<file path="src/rtl/arriving_uranus_if.sv">
// Airlock control bundle: port sensors, ship/operator requests, timer
// handshake and status outputs shared between the controller and its
// environment.
interface arriving_uranus_if;
   logic       innerPort;
   logic       outerPort;
   logic       arriving;
   logic       evac;
   logic       pressurize;
   logic [2:0] counterVal;
   logic       rstCounter;
   logic [6:0] display;
   logic       busy;
   logic       fault;

   // Environment side: drives sensors/requests, observes controller outputs.
   modport master (
      output innerPort, outerPort, arriving, evac, pressurize, counterVal,
      input  rstCounter, display, busy, fault
   );

   // Controller side.
   modport slave (
      input  innerPort, outerPort, arriving, evac, pressurize, counterVal,
      output rstCounter, display, busy, fault
   );
endinterface

</file>
<file path="src/rtl/arriving_uranus.sv">
// Airlock entry sequencer for an arriving ship. Walks the chamber through
// arrive, evacuate, outer-port docking, pressurize and inner-port release,
// timing the evacuate/pressurize phases with a shared external counter and
// latching FAULT whenever a port opens at an unsafe moment.
module arriving_uranus (
   input  logic             clock,
   input  logic             rst,
   arriving_uranus_if.slave bus
);

   typedef enum logic [3:0] {
      S_IDLE       = 4'd0,
      S_ARRIVE     = 4'd1,
      S_WAIT_EVAC  = 4'd2,
      S_EVAC       = 4'd3,
      S_OUTER_OPEN = 4'd4,
      S_DOCKED     = 4'd5,
      S_WAIT_PRESS = 4'd6,
      S_PRESS      = 4'd7,
      S_INNER_OPEN = 4'd8,
      S_FAULT      = 4'd9
   } state_t;

   // Active-low segments, bit order g..a.
   localparam logic [6:0] SEG_BLANK = 7'b1111111;
   localparam logic [6:0] SEG_A     = 7'b0001000;
   localparam logic [6:0] SEG_E     = 7'b0000110;
   localparam logic [6:0] SEG_P     = 7'b0001100;
   localparam logic [6:0] SEG_F     = 7'b0001110;

   state_t     r_ps;
   state_t     w_ns;
   logic       w_closed;
   logic       w_any_open;
   logic       w_both_open;
   logic       w_rst_counter;
   logic [6:0] w_display;
   logic       w_busy;
   logic       w_fault;

   assign w_closed    = ~bus.outerPort & ~bus.innerPort;
   assign w_any_open  =  bus.outerPort |  bus.innerPort;
   assign w_both_open =  bus.outerPort &  bus.innerPort;

   // Present-state register; reset returns to IDLE from anywhere, FAULT included.
   always_ff @(posedge clock) begin
      if (rst) r_ps <= S_IDLE;
      else     r_ps <= w_ns;
   end

   // Next-state selection; an open port during a timed phase beats counter completion.
   always_comb begin
      w_ns = r_ps;
      case (r_ps)
         S_IDLE:       if (bus.arriving & w_closed) w_ns = S_ARRIVE;
         S_ARRIVE:     if (w_any_open) w_ns = S_FAULT;
                       else if (bus.counterVal >= 3'd1) w_ns = S_WAIT_EVAC;
         S_WAIT_EVAC:  if (bus.evac & w_closed) w_ns = S_EVAC;
         S_EVAC:       if (w_any_open) w_ns = S_FAULT;
                       else if (bus.counterVal >= 3'd2) w_ns = S_OUTER_OPEN;
         S_OUTER_OPEN: if (bus.outerPort & ~bus.innerPort) w_ns = S_DOCKED;
         S_DOCKED:     if (w_both_open) w_ns = S_FAULT;
                       else if (w_closed & ~bus.arriving) w_ns = S_WAIT_PRESS;
         S_WAIT_PRESS: if (bus.pressurize & w_closed) w_ns = S_PRESS;
         S_PRESS:      if (w_any_open) w_ns = S_FAULT;
                       else if (bus.counterVal >= 3'd4) w_ns = S_INNER_OPEN;
         S_INNER_OPEN: if (w_both_open) w_ns = S_FAULT;
                       else if (bus.innerPort & ~bus.outerPort) w_ns = S_IDLE;
         S_FAULT:      w_ns = S_FAULT;
         default:      w_ns = S_IDLE;
      endcase
   end

   // Status outputs from present state and inputs, held at idle values while rst is high.
   always_comb begin
      w_rst_counter = 1'b0;
      w_display     = SEG_BLANK;
      w_busy        = 1'b0;
      w_fault       = 1'b0;
      if (!rst) begin
         w_busy  = (r_ps != S_IDLE);
         w_fault = (r_ps == S_FAULT);
         // Timer clear coincides with the cycle that launches a timed phase.
         w_rst_counter = w_closed & (((r_ps == S_IDLE)       & bus.arriving) |
                                     ((r_ps == S_WAIT_EVAC)  & bus.evac)     |
                                     ((r_ps == S_WAIT_PRESS) & bus.pressurize));
         case (r_ps)
            S_ARRIVE: w_display = SEG_A;
            S_EVAC:   w_display = SEG_E;
            S_PRESS:  w_display = SEG_P;
            S_FAULT:  w_display = SEG_F;
            default:  w_display = SEG_BLANK;
         endcase
      end
   end

   assign bus.rstCounter = w_rst_counter;
   assign bus.display    = w_display;
   assign bus.busy       = w_busy;
   assign bus.fault      = w_fault;

endmodule
</file>
<file path="src/flat_wrapper.sv">
// flat-port wrapper written by rule: the top's interface ports become plain ports
module arriving_uranus_flat 
  (clock, rst, bus_innerPort, bus_outerPort, bus_arriving, bus_evac, bus_pressurize, bus_counterVal, bus_rstCounter, bus_display, bus_busy, bus_fault);
  arriving_uranus_if bus_i ();
  input  logic clock;
  input  logic rst;
  input wire logic [$bits(bus_i.innerPort)-1:0] bus_innerPort;
  input wire logic [$bits(bus_i.outerPort)-1:0] bus_outerPort;
  input wire logic [$bits(bus_i.arriving)-1:0] bus_arriving;
  input wire logic [$bits(bus_i.evac)-1:0] bus_evac;
  input wire logic [$bits(bus_i.pressurize)-1:0] bus_pressurize;
  input wire logic [$bits(bus_i.counterVal)-1:0] bus_counterVal;
  output wire logic [$bits(bus_i.rstCounter)-1:0] bus_rstCounter;
  output wire logic [$bits(bus_i.display)-1:0] bus_display;
  output wire logic [$bits(bus_i.busy)-1:0] bus_busy;
  output wire logic [$bits(bus_i.fault)-1:0] bus_fault;
  assign bus_i.innerPort = bus_innerPort;
  assign bus_i.outerPort = bus_outerPort;
  assign bus_i.arriving = bus_arriving;
  assign bus_i.evac = bus_evac;
  assign bus_i.pressurize = bus_pressurize;
  assign bus_i.counterVal = bus_counterVal;
  assign bus_rstCounter = bus_i.rstCounter;
  assign bus_display = bus_i.display;
  assign bus_busy = bus_i.busy;
  assign bus_fault = bus_i.fault;
  arriving_uranus u_core (.clock(clock), .rst(rst), .bus(bus_i));
endmodule
</file>
<file path="config.mk">
export PLATFORM = sky130hd
export DESIGN_NAME = arriving_uranus_flat
export DESIGN_NICKNAME = d
export VERILOG_FILES = /design/src/rtl/arriving_uranus_if.sv /design/src/rtl/arriving_uranus.sv /design/src/flat_wrapper.sv
export SDC_FILE = /design/constraint.sdc
export NUM_CORES = 1
export LEC_CHECK = 0
export CAP_MARGIN = 20
export CELL_PAD_IN_SITES_DETAIL_PLACEMENT = 1
export CELL_PAD_IN_SITES_GLOBAL_PLACEMENT = 1
export CORE_AREA = 3 3 59 50
export DETAILED_ROUTE_END_ITERATION = 10
export DIE_AREA = 0 0 62 53
export GPL_TIMING_DRIVEN = 0
export PLACE_DENSITY = 0.71
export SLEW_MARGIN = 25
export SYNTH_ARGS = -nofsm -noshare
export SYNTH_HDL_FRONTEND = slang
export SYNTH_SLANG_ARGS = --single-unit
</file>
<file path="constraint.sdc">
create_clock -name clock -period 5.8 [get_ports clock]
set_input_delay 1.74 -clock clock [delete_from_list [all_inputs] [get_ports clock]]
set_output_delay 1.74 -clock clock [all_outputs]
set_load 0.01 [all_outputs]
</file>
==> impl_metrics.csv, run 1 <==
group,metric,value,unit
route,highest_layer,"met4",
critical_path,startpoint_type,"input pin",
global_routing,gr-total-overflow,0,
critical_path,worstPathCellList,"clkdlybuf4s50_1, inv_1, nand2_1, a21oi_1, o21ai_0, buf_4, clkdlybuf4s50_1",
timing,slew_headroom,0.6830,
route,antenna_left,0,
layout,ff_latch_area,80.08,um2
route,drc,0,
floorplanning,die_area,0.003286,mm2
layout,multi_input_area,444.2,um2
critical_path,crit_path_frequent_cell,"clkdlybuf4s50_1",
cts,h-tree-depth,1,
route,vias,663,
cts,ctsResizeCount,0,
layout,largest_reg_flops,4,
cts,post-cts-setup-buffer-count,0,
synthesis,ys_warn_count,0,
synthesis,ys_types,39,
layout,fillerInstances,312,
synthesis,ys_seq_elements,4,
cts,clock_sinks,4,
route,first_iter_violations,21,
floorplanning,die_x,62,um
global_routing,grt_pass1_vias,663,
floorplanning,core_region_area,0.002422,mm2
timing,max_freq,185.9,MHz
timing,hold_violations,0,
synthesis,syn_inst,81,
timing,tns,0,ns
global_routing,antenna_found_initial,0,
route,wl_per_cell,13.56,um
cts,cts_tree,"built",
layout,fin_nets,114,
placed_design,dp_hpwl,1468,um
layout,largestRegisters,"u_core.r_ps x4",
critical_path,r2r_slack,4.02,ns
synthesis,synth.area.top_cells,"dfxtp_1 13%, buf_4 6.2%, a21oi_1 5.0%",
cts,worstSkewPairLatency,0.24,ns
pwr,p_seq_frac,0.150,
synthesis,synth_top_cell_area_share,0.1331,
synthesis,synthesis.area,601.8,um2
pwr,swShare,0.4253,
timing,skew,0.006111,ns
synthesis,syn_avg_cell_area,7.430,um2
route,wl_met1,938,um
layout,mostFrequentLayoutCell,"clkdlybuf4s50_1",
pwr,power-per-cell-area,305.0,mW/mm2
critical_path,slowest_stage,"clkdlybuf4s50_1",
hold_path,hold_path_class,"reg2reg",
critical_path,crit_path_end_kind,"output port",
cts,clock_path_buffers,2,
route,wl,1871,um
pwr,power_switching,0.1102,mW
layout,layout_common_cells,"18 x clkdlybuf4s50_1, 7 x nand2_1, 6 x nor2_1, 6 x a21oi_1, 6 x o21ai_0",
status,status,"finished, final reports clean",
timing,setup_slack,0.4203,ns
critical_path,critPathMaxFanout,7,
cts,cts.hold.buffers_added,0,
timing,min_period,5.380,ns
cts,root_buffer,"clkbuf_4",
layout,largest-register,"u_core.r_ps",
route,first_pass_iters,4,
floorplanning,fp.dieH,53,um
pwr,ir_drop,0.00007563,V
timing,worst_pin_slew,0.4706,ns
pwr,p_comb_frac,0.712,
pwr,p_int,0.1489,mW
timing,setup_violations,0,
critical_path,max_stage_delay,0.63,ns
global_routing,grt_first_pass_wirelength,2980,um
route,wl_met2,813,um
run,cap_violations,0,
global_routing,grtUsageTotal,0.1233,
placed_design,io_buffers,18,
critical_path,arrival,3.64,ns
synthesis,syn-num-nets,91,
timing,slew_viol_final,0,
placed_design,place.gp.congestion,0.8388,
layout,diodes,0,
global_routing,grt_max_degree,11,
placed_design,dp_slack,0.4139,ns
floorplanning,rows,16,
layout,drive_gt1_frac,0.1961,
route,routed_via_density,4.804,
cts,clk_pin_slew,0.04,ns
floorplanning,io_pins,20,
critical_path,crit_required,4.06,ns
critical_path,critical_path_class,"in2out",
floorplanning,start_util,0.2485,
synthesis,ys_seq_area_frac,0.1331,
timing,post-route-period-util,0.9275,
synthesis,yosysTopAreaCell,"dfxtp_1",
timing,rsz0062_at_grt,"false",
route,met3_length,99,um
pwr,p_leak,0.3071,nW
layout,syn2layout_area_growth,41.16,%
cts,numCtsBuffers,3,
pwr,p_clk_frac,0.138,
==> cells in the mapped netlist <==
cell / number
o2111ai_1: 2
and4_4: 1
o22ai_1: 1
a21oi_1: 6
dfxtp_1: 4
buf_2: 2
o21ai_0: 6
o31a_1: 1
nand2_2: 1
mux2i_1: 2
mux2_2: 1
a31oi_1: 1
or2_2: 1
nand2b_1: 4
nor4b_2: 1
a211o_1: 1
a21boi_0: 1
nand2_1: 7
nor4_2: 1
a21o_1: 1
nor3_1: 5
o21a_4: 1
nor3b_1: 1
o311a_1: 1
a2111oi_4: 1
nand3_1: 1
or3_1: 1
buf_6: 1
nor2b_1: 1
and2b_1: 1
nor2_1: 6
clkbuf_1: 1
buf_4: 5
o31ai_1: 1
inv_1: 4
or2b_1: 2
xor2_1: 1
mux2_4: 1
a32oi_1: 1
==> final timing paths <==
path | endpoint | cells past startpoint | from
worst max-delay path | bus_display[6] | 7 | rst
worst min-delay path | u_core.r_ps[3]$_SDFFE_PP0P_ | 3 | u_core.r_ps[3]$_SDFFE_PP0P_
worst max register to register | u_core.r_ps[2]$_SDFFE_PP0P_ | 6 | u_core.r_ps[2]$_SDFFE_PP0P_
worst min register to register | u_core.r_ps[3]$_SDFFE_PP0P_ | 3 | u_core.r_ps[3]$_SDFFE_PP0P_
==> final cells by class <==
type	count	area share
plain buffers	9	0.07364
clock buffers	3	0.02651
inverters	4	0.01767
multi-input cells	64	0.5228
flip-flops and latches	4	0.09426
well taps	36	0.05302
repair buffers	18	0.2121
==> worst max-delay path, delay by kind of cell <==
family / cells / cell delay [ns]
buf+inv: 4 / 1.49
simple gates: 1 / 0.15
compound gates: 2 / 0.26
==> power groups by stage <==
stage / logic (mW) / clock network (mW) / registers [mW]
floorplan: 0.123 / 0 / 0.0380
global placement: 0.184 / 0 / 0.0387
detailed placement: 0.184 / 0 / 0.0392
CTS: 0.186 / 0.0370 / 0.0387
global route: 0.202 / 0.0393 / 0.0398
finish: 0.185 / 0.0357 / 0.0389
==> stage by stage <==
| step | util | hold WS [ns] | power, mW | instances | cell area, um2 |
|---|---|---|---|---|---|
| after floorplan | - | 0.6396 | 0.1612 | 81 | 601.8 |
| after global placement | 0.3414 | 0.7256 | 0.2224 | 135 | 827.0 |
| after detailed placement | 0.3414 | 0.7189 | 0.2237 | 135 | 827.0 |
| after CTS | 0.3507 | 0.7267 | 0.2613 | 138 | 849.6 |
| after global routing | 0.3507 | 0.7753 | 0.2814 | 138 | 849.6 |
| final | 0.3507 | 0.7345 | 0.2591 | 138 | 849.6 |
==> layer usage <==
layer,global-route usage,up-vias
li1,-,337
met1,0.1707,305
met2,0.1931,19
met3,0.02195,2
met4,0.03180,0
met5,0,-
==> cells by family after synthesis <==
kind of cell              after synthesis  share of synthesized area
and+or+nand+nor                        34                     0.3285
AOI/OAI and AO/OA                      25                     0.3181
buffers and inverters                  13                     0.1289
muxes                                   4                    0.07692
DFF                                     4                     0.1331
xor gates and xnor gates                1                    0.01456
Power figures use the tool's default switching activity.
==> run 2: changes to the inputs <==
- MAX_ROUTING_LAYER: default -> met4
==> run 2 against run 1 <==
- sequential share of layout area did not move
- sequential power barely moved
- die area did not move
- power barely moved
- critical path type unchanged
- largest cell class unchanged
- highest routed layer unchanged
==> impl_metrics.csv, run 2 (synthesized netlist as in run 1, its figures left out) <==
group,metric,value,unit
status,status,"finished, final reports clean",
floorplanning,fp.dieH,53,um
layout,diodes,0,
cts,numCtsBuffers,3,
layout,fin_nets,114,
critical_path,max_stage_delay,0.62,ns
timing,setup_slack,0.4249,ns
critical_path,crit_required,4.06,ns
global_routing,antenna_found_initial,0,
hold_path,whs_endpoint,"u_core.r_ps[3]$_SDFFE_PP0P_",
global_routing,gr-total-overflow,0,
route,routed_via_density,4.768,
run,cap_violations,0,
cts,worstSkewPairLatency,0.24,ns
route,drc,0,
critical_path,arrival,3.64,ns
layout,mostFrequentLayoutCell,"clkdlybuf4s50_1",
global_routing,grtUsageTotal,0.1269,
critical_path,slowest_stage,"clkdlybuf4s50_1",
layout,largest_reg_flops,4,
pwr,ir_drop,0.00007572,V
pwr,power-per-cell-area,305.3,mW/mm2
route,vias,658,
floorplanning,start_util,0.2485,
timing,tns,0,ns
timing,worst_pin_slew,0.4714,ns
timing,slew_viol_final,0,
layout,largestRegisters,"u_core.r_ps x4",
cts,cts.hold.buffers_added,0,
critical_path,critical_path_class,"in2out",
cts,root_buffer,"clkbuf_4",
cts,h-tree-depth,1,
route,antenna_left,0,
critical_path,startpoint_type,"input pin",
critical_path,reg2regPathDepth,6,
placed_design,place.gp.congestion,0.8518,
pwr,p_leak,0.3071,nW
layout,drive_gt1_frac,0.1961,
critical_path,crit_path_frequent_cell,"clkdlybuf4s50_1",
hold_path,hold_path.startpoint,"u_core.r_ps[3]$_SDFFE_PP0P_",
floorplanning,io_pins,20,
route,first_iter_violations,27,
timing,slew_headroom,0.6824,
route,wl,1867,um
cts,clk_pin_slew,0.04,ns
route,wl_per_cell,13.53,um
timing,rsz0062_at_grt,"false",
critical_path,r2r_slack,4.02,ns
floorplanning,rows,16,
layout,layout_common_cells,"18 x clkdlybuf4s50_1, 7 x nand2_1, 6 x nor2_1, 6 x a21oi_1, 6 x o21ai_0",
global_routing,grt_pass1_vias,662,
critical_path,worstPathCellList,"clkdlybuf4s50_1, inv_1, nand2_1, a21oi_1, o21ai_0, buf_4, clkdlybuf4s50_1",
cts,clock_sinks,4,
floorplanning,die_x,62,um
global_routing,grt_first_pass_wirelength,2994,um
cts,cts_tree,"built",
hold_path,hold_path_class,"reg2reg",
timing,min_period,5.375,ns
global_routing,grt_max_degree,11,
critical_path,r2r-end,"u_core.r_ps[2]$_SDFFE_PP0P_",
timing,setup_violations,0,
placed_design,dp_slack,0.4139,ns
floorplanning,die_area,0.003286,mm2
layout,largest-register,"u_core.r_ps",
floorplanning,core_region_area,0.002422,mm2
critical_path,crit_path_end_kind,"output port",
timing,post-route-period-util,0.9267,
placed_design,dp_hpwl,1468,um
critical_path,r2r-start,"u_core.r_ps[0]$_SDFFE_PP0P_",
cts,clock_path_buffers,2,
timing,hold_violations,0,
critical_path,critPathMaxFanout,7,
layout,syn2layout_area_growth,41.16,%
timing,skew,0.005776,ns
hold_path,hold_depth,3,
timing,hold_ws,0.7334,ns
route,first_pass_iters,4,
placed_design,io_buffers,18,
cts,post-cts-setup-buffer-count,0,
cts,ctsResizeCount,0,
timing,max_freq,186.0,MHz
-- run 2: cell counts in the layout (fill, tap and decap cells not counted) --
Identical to the previous run, type by type.
-- run 2: worst max-delay path, delay by kind of cell --
kind                   cells  cell delay [ns]
AO/OA/AOI/OAI              2             0.26
buffers and inverters      4             1.48
AND/OR/NAND/NOR            1             0.15
-- run 2: worst max-delay path by stage --
stage,startpoint,endpoint,slack (ns)
final,rst,bus_display[6],0.42
after global routing,rst,bus_display[6],0.28
after CTS,rst,bus_display[6],0.40
after detailed placement,rst,bus_display[6],0.41
after global placement,rst,bus_display[4],0.46
after floorplan,bus_innerPort,bus_rstCounter,1.58
-- run 2: per-layer routing --
| layer | vias up | track usage | share of wire |
|---|---|---|---|
| met4 | 0 | 0.03180 | 0.011 |
| met2 | 21 | 0.1931 | 0.43 |
| met3 | 2 | 0.01951 | 0.050 |
| li1 | 336 | - | - |
| met1 | 299 | 0.1736 | 0.51 |
| met5 | - | - | 0 |
-- run 2: area by class of cell --
cell class | instances | area, um2
fill | 312 | 1573
sequential | 4 | 80.08
tap | 36 | 45.04
inverter | 4 | 15.01
multi-input combinational | 64 | 444.2
buffer | 9 | 62.56
clock buffer | 3 | 22.52
timing repair buffer | 18 | 180.2
-- run 2: power breakdown --
part,switching (mW),internal [mW],total (mW)
registers,0.00486,0.0340,0.0389
clock network,0.0124,0.0232,0.0356
logic,0.0932,0.0917,0.185
-- run 2: per-stage QoR --
step	instance area (um2)	std cells	power, mW	util
floorplan	601.8	81	0.1612	-
global placement	827.0	135	0.2224	0.3414
detailed placement	827.0	135	0.2237	0.3414
CTS	849.6	138	0.2613	0.3507
global route	849.6	138	0.2817	0.3507
finish	849.6	138	0.2594	0.3507
